$ cat src/rtl/lsu_ctrl.sv
// lsu_ctrl: one-outstanding-transaction sequencer for the LSU's AXI4 AW/W/B and AR/R channels.
// Define LSU_CTRL_TIMEOUT_EN to add a TIMEOUT_W-bit watchdog that faults a stalled transaction.
module lsu_ctrl #(
  parameter int unsigned TIMEOUT_W = 8
) (
  input  logic       clock,
  input  logic       reset,
  input  logic       valid_pre_i,
  output logic       ready_pre_o,
  input  logic       mem_re_i,
  input  logic       mem_we_i,
  output logic       valid_post_o,
  input  logic       ready_post_i,
  output logic       rdata_we_o,
  output logic       awvalid_o,
  input  logic       awready_i,
  output logic       wvalid_o,
  input  logic       wready_i,
  input  logic       bvalid_i,
  output logic       bready_o,
  input  logic [1:0] bresp_i,
  output logic       arvalid_o,
  input  logic       arready_i,
  input  logic       rvalid_i,
  output logic       rready_o,
  input  logic [1:0] rresp_i,
  input  logic       rlast_i,
  output logic       access_fault_o
);

  typedef enum logic [2:0] {
    IDLE  = 3'd0,
    RADDR = 3'd1,
    RDATA = 3'd2,
    WADDR = 3'd3,
    WRESP = 3'd4,
    DONE  = 3'd5
  } state_e;

  state_e state_q, state_d;
  logic   arvalid_q, awvalid_q, wvalid_q;
  logic   aw_done_q, aw_done_d, w_done_q, w_done_d;
  logic   fault_q, fault_d;
  logic   aw_fire, w_fire;
  logic   timeout;

  assign aw_fire = awvalid_q & awready_i;
  assign w_fire  = wvalid_q & wready_i;

`ifdef LSU_CTRL_TIMEOUT_EN
  logic [TIMEOUT_W-1:0] timer_q, timer_d;
  logic                 busy;

  assign busy    = (state_q == RADDR) || (state_q == RDATA) ||
                   (state_q == WADDR) || (state_q == WRESP);
  // Fire on the cycle the counter would step to all-ones.
  assign timeout = busy && (timer_q == {{(TIMEOUT_W-1){1'b1}}, 1'b0});

  always_comb begin
    timer_d = timer_q;
    if (state_d != state_q) begin
      timer_d = '0;
    end else if (busy) begin
      timer_d = timer_q + {{(TIMEOUT_W-1){1'b0}}, 1'b1};
    end
  end

  always_ff @(posedge clock or negedge reset) begin
    if (!reset) begin
      timer_q <= '0;
    end else begin
      timer_q <= timer_d;
    end
  end
`else
  logic unused_cfg;
  assign timeout    = 1'b0;
  assign unused_cfg = rlast_i ^ (TIMEOUT_W != 0);
`endif

  always_comb begin
    state_d   = state_q;
    fault_d   = fault_q;
    aw_done_d = aw_done_q;
    w_done_d  = w_done_q;
    case (state_q)
      IDLE: begin
        if (valid_pre_i) begin
          fault_d = 1'b0;
          if (mem_re_i) begin
            state_d = RADDR;
          end else if (mem_we_i) begin
            state_d = WADDR;
          end else begin
            state_d = DONE;
          end
        end
      end
      RADDR: begin
        if (arready_i) begin
          state_d = RDATA;
        end else if (timeout) begin
          fault_d = 1'b1;
          state_d = DONE;
        end
      end
      RDATA: begin
        if (rvalid_i) begin
          fault_d = |rresp_i;
          state_d = DONE;
        end else if (timeout) begin
          fault_d = 1'b1;
          state_d = DONE;
        end
      end
      WADDR: begin
        // AW and W may complete in either order; each is remembered until the result retires.
        aw_done_d = aw_done_q | aw_fire;
        w_done_d  = w_done_q | w_fire;
        if (aw_done_d && w_done_d) begin
          state_d = WRESP;
        end else if (timeout) begin
          fault_d = 1'b1;
          state_d = DONE;
        end
      end
      WRESP: begin
        if (bvalid_i) begin
          fault_d = |bresp_i;
          state_d = DONE;
        end else if (timeout) begin
          fault_d = 1'b1;
          state_d = DONE;
        end
      end
      DONE: begin
        if (ready_post_i) begin
          fault_d   = 1'b0;
          aw_done_d = 1'b0;
          w_done_d  = 1'b0;
          state_d   = IDLE;
        end
      end
      default: begin
        state_d = IDLE;
      end
    endcase
  end

  always_ff @(posedge clock or negedge reset) begin
    if (!reset) begin
      state_q   <= IDLE;
      fault_q   <= 1'b0;
      aw_done_q <= 1'b0;
      w_done_q  <= 1'b0;
      arvalid_q <= 1'b0;
      awvalid_q <= 1'b0;
      wvalid_q  <= 1'b0;
    end else begin
      state_q   <= state_d;
      fault_q   <= fault_d;
      aw_done_q <= aw_done_d;
      w_done_q  <= w_done_d;
      arvalid_q <= (state_d == RADDR);
      awvalid_q <= (state_d == WADDR) && !aw_done_d;
      wvalid_q  <= (state_d == WADDR) && !w_done_d;
    end
  end

  assign ready_pre_o    = (state_q == IDLE);
  assign rready_o       = (state_q == RDATA);
  assign bready_o       = (state_q == WRESP);
  assign valid_post_o   = (state_q == DONE);
  assign rdata_we_o     = rready_o & rvalid_i;
  assign access_fault_o = valid_post_o & fault_q;
  assign arvalid_o      = arvalid_q;
  assign awvalid_o      = awvalid_q;
  assign wvalid_o       = wvalid_q;

endmodule

$ cat config.mk
export PLATFORM = sky130hd
export DESIGN_NAME = lsu_ctrl
export DESIGN_NICKNAME = d
export VERILOG_FILES = /design/src/rtl/lsu_ctrl.sv
export SDC_FILE = /design/constraint.sdc
export NUM_CORES = 1
export LEC_CHECK = 0
export CAP_MARGIN = 25
export CORE_AREA = 2 2 39 41
export CTS_CLUSTER_DIAMETER = 50
export DETAILED_ROUTE_END_ITERATION = 6
export DIE_AREA = 0 0 41 43
export DONT_BUFFER_PORTS = 1
export HOLD_SLACK_MARGIN = 0.02
export PLACE_DENSITY_LB_ADDON = 0.08
export RECOVER_POWER = 25
export SYNTH_ARGS = -nofsm -noshare
export SYNTH_HDL_FRONTEND = slang
export SYNTH_SLANG_ARGS = --single-unit
export TNS_END_PERCENT = 30
$ cat constraint.sdc
create_clock -name clock -period 2 [get_ports clock]
set_input_delay 0.4 -clock clock [delete_from_list [all_inputs] [get_ports clock]]
set_output_delay 0.4 -clock clock [all_outputs]
set_load 0.1 [all_outputs]
==> impl_metrics.json <==
{
  "cts-root-buf": "clkbuf_4",
  "core_area_mm2": 0.00138,
  "syn_area_per_cell_um2": 9.22,
  "whs_path_depth": 1,
  "start_util_pct": 42.0,
  "clockBufferDepth": 2,
  "leakage_nw": 0.356,
  "hp-class": "in -> reg",
  "cp.required_ns": 1.60,
  "yosysTopAreaCellShare_pct": 38.8,
  "critPathTopFamily": "flip-flops",
  "cts_buffers": 3,
  "status": "complete, no violations",
  "tritoncts_num_sinks": 9,
  "finalCriticalPeriod_ns": 1.89,
  "min_delay_worst_endpoint": "state_q[1]",
  "insertion_delay_ns": 0.25,
  "cts_tree": "built",
  "synthTopCellsByArea": "dfrtp_1 39%, nand3b_1 6.5%, nor2b_1 4.3%",
  "grt_antenna_before_repair": 0,
  "die-area_mm2": 0.00176,
  "finalSetupViolCount": 0,
  "p_per_area_mw_per_mm2": 1910,
  "yosysTopAreaCell": "dfrtp_1",
  "path_class": "reg -> out",
  "grt_pass1_wl_mm": 2.22,
  "drive_above_1_share_pct": 32.1,
  "io_pins": 25,
  "clock_skew_ns": 0.00101,
  "path_clk_slew_ns": 0.06,
  "port_buffers": 0,
  "num_rows": 14,
  "tightestPinTransition_ns": 0.393,
  "p_total_w": 0.00153,
  "worstPathMaxFanout": 12,
  "fp.dieH_um": 43,
  "cts_setup_buffers": 0,
  "grt-ovfl-total": 0,
  "peakVddDrop_uv": 856,
  "critical_path_buf_inv_count": 2,
  "fillCellCount": 126,
  "drc": 0,
  "drtIter0Drc": 4,
  "grt_pass1_vias": 521,
  "drv_slew": 0,
  "relSlewSlack_pct": 73.7,
  "netlist_instances": 63,
  "synth-edff-count": 0,
  "routabilityCongestion": 0.731,
  "cap_viol_max_count": 0,
  "worstHoldStart": "mem_we_i",
  "reg2reg_depth": 5,
  "synth-seq-cells": 9,
  "grt_max_degree": 13,
  "grt_util_all_layers_pct": 18.9,
  "dieWidth_um": 41,
  "wirelength_mm": 1.37,
  "nets": 95,
  "dp_hpwl_mm": 1.13,
  "antenna_cells": 0,
  "wire_per_inst_um": 14.6,
  "arrival_ns": 1.49,
  "synth_nets": 79,
  "grt_setup_unrepaired": "no",
  "hold_viol_final": 0,
  "crit_chain": "buf_4, nor3b_4, buf_6",
  "holdWs_ns": 0.313,
  "end_kind": "output pin",
  "yosysSeqAreaShare_pct": 38.8,
  "vias_per_cell": 5.79,
  "antenna_left": 0,
  "r2r-end": "fault_q",
  "vias": 544,
  "synth_cell_types": 27,
  "syn_to_final_growth_pct": 38.4,
  "dp_cells": 89,
  "place_area_um2": 762,
  "postSynth.asyncResetShare_pct": 100,
  "yosys_warnings": 0,
  "dr.pass1.iters": 4,
  "fin_cells": 94,
  "timing.fmax_ghz": 0.529,
  "dominantRegCellSynth": "dfrtp_1",
  "timing.rr.start": "state_q[0]",
  "synth_area_um2": 581,
  "cts_max_level": 1,
  "crit_slowest_cell": "dfrtp_1",
  "design_area_um2": 803,
  "fin_crit_sh_pct": 94.5,
  "crit_path_start_kind": "register",
  "max_stage_delay_ns": 0.50,
  "reg2reg_slack_ns": 0.28
}
-- metrics by stage --
step	setup slack [ns]	setup TNS [ns]	utilization, %
2_1_floorplan	-0.0562	-0.135	-
3_3_place_gp	0.285	0	55.1
3_5_place_dp	0.267	0	55.1
4_1_cts	0.0477	0	57.7
5_1_grt	0.0222	0	58.0
6_report	0.110	0	58.0
-- metal layers --
| metal | routed length (um) | vias to the layer above | global-route usage (%) |
|---|---|---|---|
| met2 | 691 | 13 | 27.5 |
| met4 | 20 | 0 | 10.0 |
| li1 | - | 267 | - |
| met1 | 576 | 262 | 25.6 |
| met3 | 81 | 2 | 3.66 |
| met5 | 0 | - | 0 |
-- worst register-to-register path: stages (launching register included) --
cell and delay, ns:
dfrtp_1 0.45, buf_4 0.20, nand2b_1 0.16, and3_1 0.17
o31ai_1 0.27, mux2_1 0.35
-- where the power goes --
part	internal, W	switching, W
registers	0.000249	0.0000812
logic	0.000389	0.000681
clock network	0.0000765	0.0000577
-- sequential cells by signal, indices dropped and copies added (netlist names) --
register	cells
w_done_q	1
awvalid_o	1
wvalid_o	1
aw_done_q	1
state_q	3
fault_q	1
arvalid_o	1
-- cells by family after synthesis --
group / after synthesis / synth area share, %
multiplexers: 1 / 1.94
buffers and inverters: 5 / 3.45
AO/OA/AOI/OAI: 18 / 21.8
flip-flops: 9 / 38.8
AND/OR/NAND/NOR: 30 / 34.1
-- worst max-delay path by stage --
stage          startpoint        end  slack [ns]  depth (start not counted)
2_1_floorplan  state_q[1]  awvalid_o       -0.06                          4
3_3_place_gp   state_q[0]    fault_q        0.28                          5
3_5_place_dp   state_q[0]    fault_q        0.27                          5
4_1_cts        state_q[1]   bready_o        0.05                          3
5_1_grt        state_q[1]   bready_o        0.02                          3
6_report       state_q[1]   bready_o        0.11                          3
-- layout make-up --
class,instances,area (um^2),area share (%)
multi-input combinational,49,374,46.6
sequential,9,226,28.2
timing repair buffer,14,149,18.5
clock buffer,4,26.3,3.27
tap,16,20.0,2.49
inverter,2,7.51,0.935
-- cells in the mapped netlist (all sizes together), types with 2 or more instances --
cell type and count:
nor2b 4, a211oi 2, and3 2, a21o 2, nor3 3, nor3b 2
nand3b 5, clkbuf 2, nor4b 2, a21oi 3, nor2 2, dfrtp 9
a41oi 2, inv 2, nand2 4, nand2b 2, o21ai 6
-- layout by cell type, fill, tap and decap left out, types with 3 or more instances in the layout --
cell type  Yosys  final
buf_12         0      3
buf_4          0      9
a21oi_1        3      3
nand2_1        4      4
nand3b_1       5      5
o21ai_0        3      3
clkbuf_4       0      3
o21ai_1        3      3
dfrtp_1        9      8
nor2b_1        4      4
-- timing repair --
action / CTS / global route
resized for setup: 0 / 2
hold buffers: 1 / 0
hold endpoints to repair: 9 / 0
endpoints found under the setup margin: 0 / 2
No activity file was read; power rests on OpenSTA's default activity.
